===== src/rtl/mult_fu_if.sv =====
// Issue / CDB / completion bundle between a MULT reservation station and the
// multiply functional unit. The FU takes the slave view.
interface mult_fu_if #(
   parameter int XLEN          = 32,
   parameter int ROB_TAG_WIDTH = 5,
   parameter int RS_TAG_WIDTH  = 3
);
   logic                     issue_valid;
   logic                     issue_ready;
   logic [XLEN-1:0]          rs1_value;
   logic [XLEN-1:0]          rs2_value;
   logic [1:0]               mult_func;
   logic [ROB_TAG_WIDTH-1:0] rob_tag;
   logic [RS_TAG_WIDTH-1:0]  fu_id;
   logic                     squash;
   logic                     cdb_req;
   logic                     cdb_grant;
   logic [ROB_TAG_WIDTH-1:0] cdb_rob_tag;
   logic [XLEN-1:0]          cdb_value;
   logic                     fu_done;
   logic [RS_TAG_WIDTH-1:0]  fu_done_id;

   modport master (
      output issue_valid, rs1_value, rs2_value, mult_func, rob_tag, fu_id,
             squash, cdb_grant,
      input  issue_ready, cdb_req, cdb_rob_tag, cdb_value, fu_done, fu_done_id
   );

   modport slave (
      input  issue_valid, rs1_value, rs2_value, mult_func, rob_tag, fu_id,
             squash, cdb_grant,
      output issue_ready, cdb_req, cdb_rob_tag, cdb_value, fu_done, fu_done_id
   );
endinterface


===== src/rtl/mult_fu.sv =====
// Iterative RV32M multiply unit: one issue at a time, NUM_STAGES chunk-wise
// partial-product cycles, then holds the result until the CDB grants it.
module mult_fu #(
   parameter int XLEN          = 32,
   parameter int NUM_STAGES    = 4,
   parameter int ROB_TAG_WIDTH = 5,
   parameter int RS_TAG_WIDTH  = 3
) (
   input logic     clock,
   input logic     reset,
   mult_fu_if.slave bus
);
   localparam int DW = 2 * XLEN;
   localparam int W  = DW / NUM_STAGES;
   localparam int CW = (NUM_STAGES > 1) ? $clog2(NUM_STAGES) : 1;

   typedef enum logic [1:0] {IDLE, BUSY, WAIT_CDB} state_t;

   state_t                   state_reg, state_next;
   logic [DW-1:0]            a_shift_reg, b_shift_reg, acc_reg;
   logic [DW-1:0]            a_ext, b_ext, acc_next;
   logic [1:0]               func_reg;
   logic [ROB_TAG_WIDTH-1:0] tag_reg;
   logic [RS_TAG_WIDTH-1:0]  id_reg;
   logic [CW-1:0]            count_reg;
   logic [XLEN-1:0]          cdb_value_reg, result;
   logic                     a_sign, b_sign, last_stage, accept;
   logic                     issue_ready, cdb_req, fu_done;

   // A is signed for everything but MULHU; B is signed only for MUL/MULH.
   assign a_sign = (bus.mult_func != 2'd3) && bus.rs1_value[XLEN-1];
   assign b_sign = !bus.mult_func[1] && bus.rs2_value[XLEN-1];
   assign a_ext  = {{XLEN{a_sign}}, bus.rs1_value};
   assign b_ext  = {{XLEN{b_sign}}, bus.rs2_value};

   // A is pre-shifted and B consumed from its low end, so each cycle adds
   // A * chunk already aligned to its weight.
   assign acc_next   = acc_reg + a_shift_reg * DW'(b_shift_reg[W-1:0]);
   assign result     = (func_reg == 2'd0) ? acc_next[XLEN-1:0] : acc_next[DW-1:XLEN];
   assign last_stage = (count_reg == CW'(NUM_STAGES - 1));

   always_comb begin
      state_next  = state_reg;
      accept      = 1'b0;
      issue_ready = 1'b0;
      cdb_req     = 1'b0;
      fu_done     = 1'b0;
      case (state_reg)
         IDLE: begin
            issue_ready = 1'b1;
            if (bus.issue_valid && !bus.squash) begin
               accept     = 1'b1;
               state_next = BUSY;
            end
         end
         BUSY: begin
            if (last_stage) state_next = WAIT_CDB;
         end
         WAIT_CDB: begin
            cdb_req = !bus.squash;
            fu_done = !bus.squash && bus.cdb_grant;
            if (bus.cdb_grant) state_next = IDLE;
         end
         default: state_next = IDLE;
      endcase
      if (bus.squash) state_next = IDLE;
   end

   always_ff @(posedge clock) begin
      if (reset) begin
         state_reg     <= IDLE;
         a_shift_reg   <= '0;
         b_shift_reg   <= '0;
         acc_reg       <= '0;
         func_reg      <= '0;
         tag_reg       <= '0;
         id_reg        <= '0;
         count_reg     <= '0;
         cdb_value_reg <= '0;
      end else begin
         state_reg <= state_next;
         if (accept) begin
            a_shift_reg <= a_ext;
            b_shift_reg <= b_ext;
            func_reg    <= bus.mult_func;
            tag_reg     <= bus.rob_tag;
            id_reg      <= bus.fu_id;
            acc_reg     <= '0;
            count_reg   <= '0;
         end else if (state_reg == BUSY && !bus.squash) begin
            acc_reg     <= acc_next;
            a_shift_reg <= a_shift_reg << W;
            b_shift_reg <= b_shift_reg >> W;
            count_reg   <= count_reg + 1'b1;
            if (last_stage) cdb_value_reg <= result;
         end
      end
   end

   assign bus.issue_ready = issue_ready;
   assign bus.cdb_req     = cdb_req;
   assign bus.fu_done     = fu_done;
   assign bus.cdb_value   = cdb_value_reg;
   assign bus.cdb_rob_tag = tag_reg;
   assign bus.fu_done_id  = id_reg;
endmodule


===== src/flat_wrapper.sv =====
// flat-port wrapper written by rule: the top's interface ports become plain ports
module mult_fu_flat 
#(
   parameter int XLEN          = 32,
   parameter int NUM_STAGES    = 4,
   parameter int ROB_TAG_WIDTH = 5,
   parameter int RS_TAG_WIDTH  = 3
)
  (clock, reset, bus_issue_valid, bus_rs1_value, bus_rs2_value, bus_mult_func, bus_rob_tag, bus_fu_id, bus_squash, bus_cdb_grant, bus_issue_ready, bus_cdb_req, bus_cdb_rob_tag, bus_cdb_value, bus_fu_done, bus_fu_done_id);
  mult_fu_if #(.XLEN(XLEN), .ROB_TAG_WIDTH(ROB_TAG_WIDTH), .RS_TAG_WIDTH(RS_TAG_WIDTH)) bus_i ();
  input logic clock;
  input logic reset;
  input wire logic [$bits(bus_i.issue_valid)-1:0] bus_issue_valid;
  input wire logic [$bits(bus_i.rs1_value)-1:0] bus_rs1_value;
  input wire logic [$bits(bus_i.rs2_value)-1:0] bus_rs2_value;
  input wire logic [$bits(bus_i.mult_func)-1:0] bus_mult_func;
  input wire logic [$bits(bus_i.rob_tag)-1:0] bus_rob_tag;
  input wire logic [$bits(bus_i.fu_id)-1:0] bus_fu_id;
  input wire logic [$bits(bus_i.squash)-1:0] bus_squash;
  input wire logic [$bits(bus_i.cdb_grant)-1:0] bus_cdb_grant;
  output wire logic [$bits(bus_i.issue_ready)-1:0] bus_issue_ready;
  output wire logic [$bits(bus_i.cdb_req)-1:0] bus_cdb_req;
  output wire logic [$bits(bus_i.cdb_rob_tag)-1:0] bus_cdb_rob_tag;
  output wire logic [$bits(bus_i.cdb_value)-1:0] bus_cdb_value;
  output wire logic [$bits(bus_i.fu_done)-1:0] bus_fu_done;
  output wire logic [$bits(bus_i.fu_done_id)-1:0] bus_fu_done_id;
  assign bus_i.issue_valid = bus_issue_valid;
  assign bus_i.rs1_value = bus_rs1_value;
  assign bus_i.rs2_value = bus_rs2_value;
  assign bus_i.mult_func = bus_mult_func;
  assign bus_i.rob_tag = bus_rob_tag;
  assign bus_i.fu_id = bus_fu_id;
  assign bus_i.squash = bus_squash;
  assign bus_i.cdb_grant = bus_cdb_grant;
  assign bus_issue_ready = bus_i.issue_ready;
  assign bus_cdb_req = bus_i.cdb_req;
  assign bus_cdb_rob_tag = bus_i.cdb_rob_tag;
  assign bus_cdb_value = bus_i.cdb_value;
  assign bus_fu_done = bus_i.fu_done;
  assign bus_fu_done_id = bus_i.fu_done_id;
  mult_fu #(.XLEN(XLEN), .NUM_STAGES(NUM_STAGES), .ROB_TAG_WIDTH(ROB_TAG_WIDTH), .RS_TAG_WIDTH(RS_TAG_WIDTH)) u_core (.clock(clock), .reset(reset), .bus(bus_i));
endmodule

===== config.mk =====
export PLATFORM = sky130hd
export DESIGN_NAME = mult_fu_flat
export DESIGN_NICKNAME = d
export VERILOG_FILES = /design/src/rtl/mult_fu_if.sv /design/src/rtl/mult_fu.sv /design/src/flat_wrapper.sv
export SDC_FILE = /design/constraint.sdc
export NUM_CORES = 2
export LEC_CHECK = 0
export ABC_AREA = 1
export CAP_MARGIN = 10
export CORE_UTILIZATION = 30
export DETAILED_ROUTE_END_ITERATION = 16
export GPL_ROUTABILITY_DRIVEN = 0
export PLACE_DENSITY = 0.54
export SLEW_MARGIN = 20
export SYNTH_ARGS = -nofsm -noshare
export SYNTH_HDL_FRONTEND = slang
export SYNTH_SLANG_ARGS = --single-unit

===== constraint.sdc =====
create_clock -name clock -period 7.2 [get_ports clock]
set_clock_uncertainty 0.1 [all_clocks]
set_input_delay 1.08 -clock clock [delete_from_list [all_inputs] [get_ports clock]]
set_output_delay 1.08 -clock clock [all_outputs]
set_load 0.02 [all_outputs]

Yosys cells after proc, flatten, opt, wreduce, memory -nomap -nowiden

Index checks and enable logic that the tools add are counted.

Output and inout bits: 43
Logic and storage cells: 48
Bits of input ports: 79
Register bits: 238

Multiply operators: 1
Add/sub/neg operators: 2
Equality and inequality tests: 7
Bitwise gates (word level): 1
Mux-type cells: 14
Reductions and logical operators: 14

Operators with widths:

| kind                                                  | count |
|---|---|
| two-way mux 64 bit                                    | 4 |
| adder 64 bit                                          | 1 |
| multiplier 64 x 16 -> 64 bit                          | 1 |
| two-way mux 32 bit                                    | 1 |
| two-way mux 2 bit                                     | 3 |
| one-hot mux 2 bit (3 select lines)                    | 1 |
| AND reduction 3 bit                                   | 2 |
| logical AND 1 bit                                     | 5 |
| two-way mux 1 bit                                     | 5 |
| == test 2 bit, second input constant                  | 2 |
| logical NOT 2 bit                                     | 2 |
| inequality test 2 x 1 -> 1 bit, second input constant | 2 |
| inequality test 2 bit, second input constant          | 2 |
| OR reduction 2 bit                                    | 2 |
| adder 2 x 1 -> 2 bit, second input constant           | 1 |
| == test 2 x 1 -> 1 bit, second input constant         | 1 |
| logical NOT 1 bit                                     | 2 |
| nonzero test 2 bit                                    | 1 |
| inverter 1 bit                                        | 1 |

Logic depth before layout (Yosys ltp)

Depth after elaboration: 6
Mapped depth: 31
Gate-level depth less buffers: 29

Worst setup path after synthesis

Ideal clock, no wire load.

Path type: flip-flop to flip-flop
Start: reg u_core.b_shift_reg[5]
End: reg u_core.cdb_value_reg[22], in the netlist u_core.bus.cdb_value[22]
Data arrival time: 5.742 ns
Library setup time: 0.137 ns
Stages on the path, launching flop included: 27
Slack: 1.222 ns
Clock period less this slack: 5.978 ns
Path buffers: 3
Cell sequence: dfxtp_1 -> clkbuf_1 -> clkbuf_1 -> buf_1 -> nand2_1 -> fa_1 -> inv_1 -> fa_1 -> inv_1 -> fa_1 -> inv_1 -> fa_1 -> fa_1 -> inv_1 -> fa_1 -> inv_1 -> ha_1 -> inv_1 -> o21ai_0 -> or2_2 -> nor2_1 -> a21boi_0 -> nand3_1 -> nand2_1 -> nand2_1 -> o21bai_1 -> a21oi_1

Longest elaborated chain between the ends: 3

RTL lines:

| element                      | RTL line      | text |
|---|---|---|
| start: declaration           | mult_fu.sv:20 | `logic [DW-1:0] a_shift_reg, b_shift_reg, acc_reg;` |
| start signal: assignment     | mult_fu.sv:84 | `b_shift_reg <= b_ext;` |
| start signal: assignment     | mult_fu.sv:93 | `b_shift_reg <= b_shift_reg >> W;` |
| multiplier 64 x 16 -> 64 bit | mult_fu.sv:38 | `assign acc_next = acc_reg + a_shift_reg * DW'(b_shift_reg[W-1:0]);` |
| adder 64 bit                 | mult_fu.sv:38 |  |
| two-way mux 32 bit           | mult_fu.sv:39 | `assign result = (func_reg == 2'd0) ? acc_next[XLEN-1:0] : acc_next[DW-1:XLEN];` |
| end signal: assignment       | mult_fu.sv:95 | `if (last_stage) cdb_value_reg <= result;` |
| end: declaration             | mult_fu.sv:26 | `logic [XLEN-1:0] cdb_value_reg, result;` |

Every way passes these cells.
A chain may end at the register's enable or synchronous reset.

Worst setup path in the final report

Start: reg u_core.a_shift_reg[28]
End: reg u_core.cdb_value_reg[9], in the netlist u_core.bus.cdb_value[9]

Longest elaborated chain between the ends: 3

RTL lines:

| element                      | RTL line      | text |
|---|---|---|
| start: declaration           | mult_fu.sv:20 |  |
| start signal: assignment     | mult_fu.sv:83 | `a_shift_reg <= a_ext;` |
| start signal: assignment     | mult_fu.sv:92 | `a_shift_reg <= a_shift_reg << W;` |
| multiplier 64 x 16 -> 64 bit | mult_fu.sv:38 |  |
| adder 64 bit                 | mult_fu.sv:38 |  |
| two-way mux 32 bit           | mult_fu.sv:39 |  |

Every way passes these cells.

==> PnR_summary.wiki <==
{| class="wikitable"
! Metric !! Value
|-
| Maximum level of the CTS H-tree || 2
|-
| Slew at the pin closest to its max-slew limit || about 1100 ps
|-
| Most frequently used flop master after synthesis || sky130_fd_sc_hd__dfxtp_1
|-
| Synthesized area per cell || roughly 7.3 µm²
|-
| Post-CTS Repair Setup Buffers || 0
|-
| Overall die area || approximately 130000 µm²
|-
| Crit-path max cell delay || between 600 and 700 ps
|-
| Max frequency || approximately 140 MHz
|-
| Peak-usage layer in the global routing report || met2
|-
| Setup repair after global routing missed its margin || false
|-
| Number of buffer and inverter instances along the worst setup path || 5
|-
| Count of input and output buffers || about 120
|-
| Max Slew Vio Count || 0
|-
| Std-Cell Core Area || 129600 µm²
|-
| Tcrit/Tclk final || between 90% and 100%
|-
| Highest ir drop seen on vdd || 0.1375 mV
|-
| DPL Wire Length || 104500 µm
|-
| Crit path from || u_core.a_shift_reg[28]$_SDFFE_PP0P_
|-
| Headroom to the max-slew limit || roughly 27%
|-
| Hold buffer count at CTS || 0
|-
| Cells along the critical path || buf_4 -> nand2_1 -> fa_1 -> inv_1 -> fa_1 -> fa_1 -> fa_1 -> fa_1 -> inv_1 -> fa_1 -> inv_1 -> ha_1 -> inv_1 -> o21ai_0 -> a21boi_0 -> o21ai_0 -> nor2_1 -> nand3_1 -> nand2_1 -> nand2_1 -> o21bai_1 -> a21oi_1
|-
| Post-synthesis simple-gate area fraction || a little under a fifth
|-
| Most common library cells after synthesis || sky130_fd_sc_hd__inv_1, sky130_fd_sc_hd__nand2_1, sky130_fd_sc_hd__fa_1, sky130_fd_sc_hd__clkbuf_1, sky130_fd_sc_hd__dfxtp_1
|-
| Global-route track usage on met1 || around 29%
|-
| Parity-gate share of the synthesized area counting xor and xnor cells || less than 1%
|-
| Data required time of the worst path || about 7500 ps
|-
| Maximum Capacitance Violations || 0
|-
| Met3 Use GR || between 3 and 4%
|-
| Area Overhead vs Synth || 12.88%
|-
| Reg clk slew, reported paths || ~70 ps
|-
| Data arrival time of the critical path || between 7000 and 8000 ps
|-
| Critical path class || flip-flop to flip-flop
|-
| Register bit total from synthesis || approximately 210
|-
| Minimum clock period after layout || 7017 ps
|-
| Cell family with most CP delay || adder cells
|-
| Drt first-iter violations || roughly 2600
|-
| Main combinational cell family by area after synthesis || adder cells
|-
| Count leader, synth || sky130_fd_sc_hd__inv_1
|-
| Global-route met2 utilization || around a third
|-
| Die X-Extent || 363.6 µm
|-
| Number of setup violations in the final report || 0
|-
| Share of the synthesized area in the top cell type || slightly above 40%
|-
| Overall Power || ~0.0048 W
|-
| Reg2reg start || u_core.a_shift_reg[28]$_SDFFE_PP0P_
|-
| Via Count || 33760
|-
| Grt total ovfl || 0
|-
| Number of unique standard cell types used by synthesis || slightly below 50
|-
| Number of buffers added by the clock tree synthesis step || 35
|-
| Wirelength, routed || 132000 µm
|-
| Pre-Repair DR Iteration Count || 5
|-
| Nets || 6383
|-
| Power density normalized to cell area || approximately 110 nW/µm²
|-
| Most area-consuming cells after synthesis || sky130_fd_sc_hd__fa_1, sky130_fd_sc_hd__inv_1, sky130_fd_sc_hd__nand2_1, sky130_fd_sc_hd__dfxtp_1, sky130_fd_sc_hd__ha_1
|-
| Clock tree from TritonCTS || built
|-
| Multiplexer share of the synthesized area || 0%
|-
| Leakage Power || about 23 nW
|-
| Kind of capture point of the worst setup path || flip-flop
|-
| Largest net degree at the start of global routing || roughly 80
|-
| Area share of fa/ha/maj cells after synthesis || about 45%
|-
| Ports || roughly 120
|-
| Hold_ws || 365.1 ps
|-
| Sequential-to-total area share from yosys stat || between 10% and 20%
|-
| Count of antenna-violating nets left after detailed routing || 0
|-
| Via count normalized by instance count || between 4 and 5
|-
| Antenna violations before repair || 3
|-
| Vias in the first global route || approximately 35000
|-
| Outcome || finished clean
|-
| Synth async-reset ratio || 0%
|-
| Yosys warns || 0
|-
| Number of enable flip-flop cells after synthesis || 0
|-
| Starting Density || 30.25%
|-
| Hold violation count in the final report || 0
|-
| Clock sink count || ~210
|-
| Global-route wire length before repair || 208800 µm
|-
| Maximum clock insertion buffer count || 3
|-
| Routed wire per std cell || about 18 µm
|-
| Synth Instances || 5339
|-
| Class of the most critical hold timing path || flip-flop to flip-flop
|-
| Ant. Diodes || 0
|-
| Startpoint kind of the worst setup timing path || flip-flop
|-
| Post-synth net total || roughly 6300
|-
| Final-layout fill cell count || around 14000
|-
| HP Start || u_core.b_shift_reg[62]$_SDFFE_PP0P_
|-
| Final routed DRC violation total || 0
|-
| Skew-Pair Late Insertion Delay || roughly 610 ps
|-
| Setup TNS || 0 ps
|-
| Compound-Gate Fraction of Synth Area || 7.542%
|-
| Crit path max-delay cell type || sky130_fd_sc_hd__dfxtp_1
|-
| Mapped cell area || just under 40000 µm²
|-
| Root buf cell || sky130_fd_sc_hd__clkbuf_16
|-
| Die height || between 300 and 400 µm
|-
| Aggregate global-route resource usage || between 20% and 30%
|-
| Most repeated library cell on the critical path || sky130_fd_sc_hd__fa_1
|-
| Share of post-route cells with drive strength above 1 || 6.593%
|-
| Row count || between 100 and 150
|-
| Post-cts resize count || 0
|-
| Biggest fanout along the worst timing path || 10
|-
| Dominant cell type by area after synthesis || sky130_fd_sc_hd__fa_1
|}
report_power, final:
group	total [W]	leakage [nW]	internal, W	switching [W]
sequential	0.00127	1.70	0.00120	0.0000742
clock	0.00182	0.556	0.00105	0.000765
combinational	0.00176	20.6	0.000607	0.00115
total	0.00485	22.9	0.00286	0.00199
placed cells by master (no fill, tap or decap), types with 9 or more instances in the layout:
cell type,netlist,routed
sky130_fd_sc_hd__inv_1,1536,1534
sky130_fd_sc_hd__a21oi_1,207,207
sky130_fd_sc_hd__a21oi_2,12,12
sky130_fd_sc_hd__a211oi_1,9,9
sky130_fd_sc_hd__nor2_1,177,174
sky130_fd_sc_hd__ha_1,101,101
sky130_fd_sc_hd__nand3_1,166,166
sky130_fd_sc_hd__a31oi_1,34,34
sky130_fd_sc_hd__o211ai_1,36,36
sky130_fd_sc_hd__nand2_2,17,18
sky130_fd_sc_hd__o21ai_1,19,19
sky130_fd_sc_hd__dfxtp_2,0,16
sky130_fd_sc_hd__nand4_1,29,29
sky130_fd_sc_hd__buf_12,0,17
sky130_fd_sc_hd__buf_4,0,171
sky130_fd_sc_hd__clkdlybuf4s50_1,0,120
sky130_fd_sc_hd__o21bai_1,16,16
sky130_fd_sc_hd__xor2_1,13,13
sky130_fd_sc_hd__dfxtp_1,208,192
sky130_fd_sc_hd__nor3_1,16,16
sky130_fd_sc_hd__fa_1,814,814
sky130_fd_sc_hd__nand2_1,1365,1364
sky130_fd_sc_hd__inv_2,21,24
sky130_fd_sc_hd__nor2_2,12,14
sky130_fd_sc_hd__o21ai_0,174,174
sky130_fd_sc_hd__clkbuf_16,0,35
path summary, 6_finish.rpt:
path / depth (start not counted) / endpoint / slack, ps
worst min-delay path: 2 / u_core.b_shift_reg[62]$_SDFFE_PP0P_ / 370
worst max register to register: 22 / u_core.bus.cdb_value[9]$_SDFFE_PP0P_ / 180
worst max-delay path: 22 / u_core.bus.cdb_value[9]$_SDFFE_PP0P_ / 180
worst min register to register: 2 / u_core.b_shift_reg[62]$_SDFFE_PP0P_ / 370
area by class of cell:
cell class / count / area [µm²] / share of cell area (%)
Inverter: 1560 / 5856 / 13.23
Multi-Input combinational cell: 3276 / 28070 / 63.41
Tap cell: 1742 / 2180 / 4.923
Clock inverter: 18 / 201.4 / 0.4550
Clock buffer: 45 / 953.4 / 2.154
Timing Repair Buffer: 308 / 2825 / 6.381
Sequential cell: 208 / 4184 / 9.451
per-stage QoR:
stage / utilization (%) / cell area [µm²] / setup WS [ps] / std cells
6_report: 34.15 / 44270 / 182.6 / 7157
4_1_cts: 34.15 / 44270 / 264.7 / 7157
3_5_place_dp: 33.26 / 43120 / 334.8 / 7094
2_1_floorplan: - / 39220 / 1222 / 5339
3_3_place_gp: 33.26 / 43120 / 322.1 / 7094
5_1_grt: 34.15 / 44270 / 33.87 / 7157
metal layers:
metal / routed length, µm / vias to the layer above
met5: 13 / -
met4: 3547 / 2
met3: 9518 / 184
met2: 59540 / 1175
met1: 59410 / 17040
li1: - / 15360
logic make-up after synthesis:
family / count (synthesis)
buffers and inverters: 1855
and+or+nand+nor: 1818
adders and majority gates: 915
AOI/OAI and AO/OA: 525
DFF: 208
xor gates and xnor gates: 18
tightest hold or removal path: stages, from the launching register on:
cell and delay [ps]:
sky130_fd_sc_hd__dfxtp_1 310, sky130_fd_sc_hd__nand2_1 60, sky130_fd_sc_hd__a21oi_1 50
No activity file was read; power rests on OpenSTA's default activity.
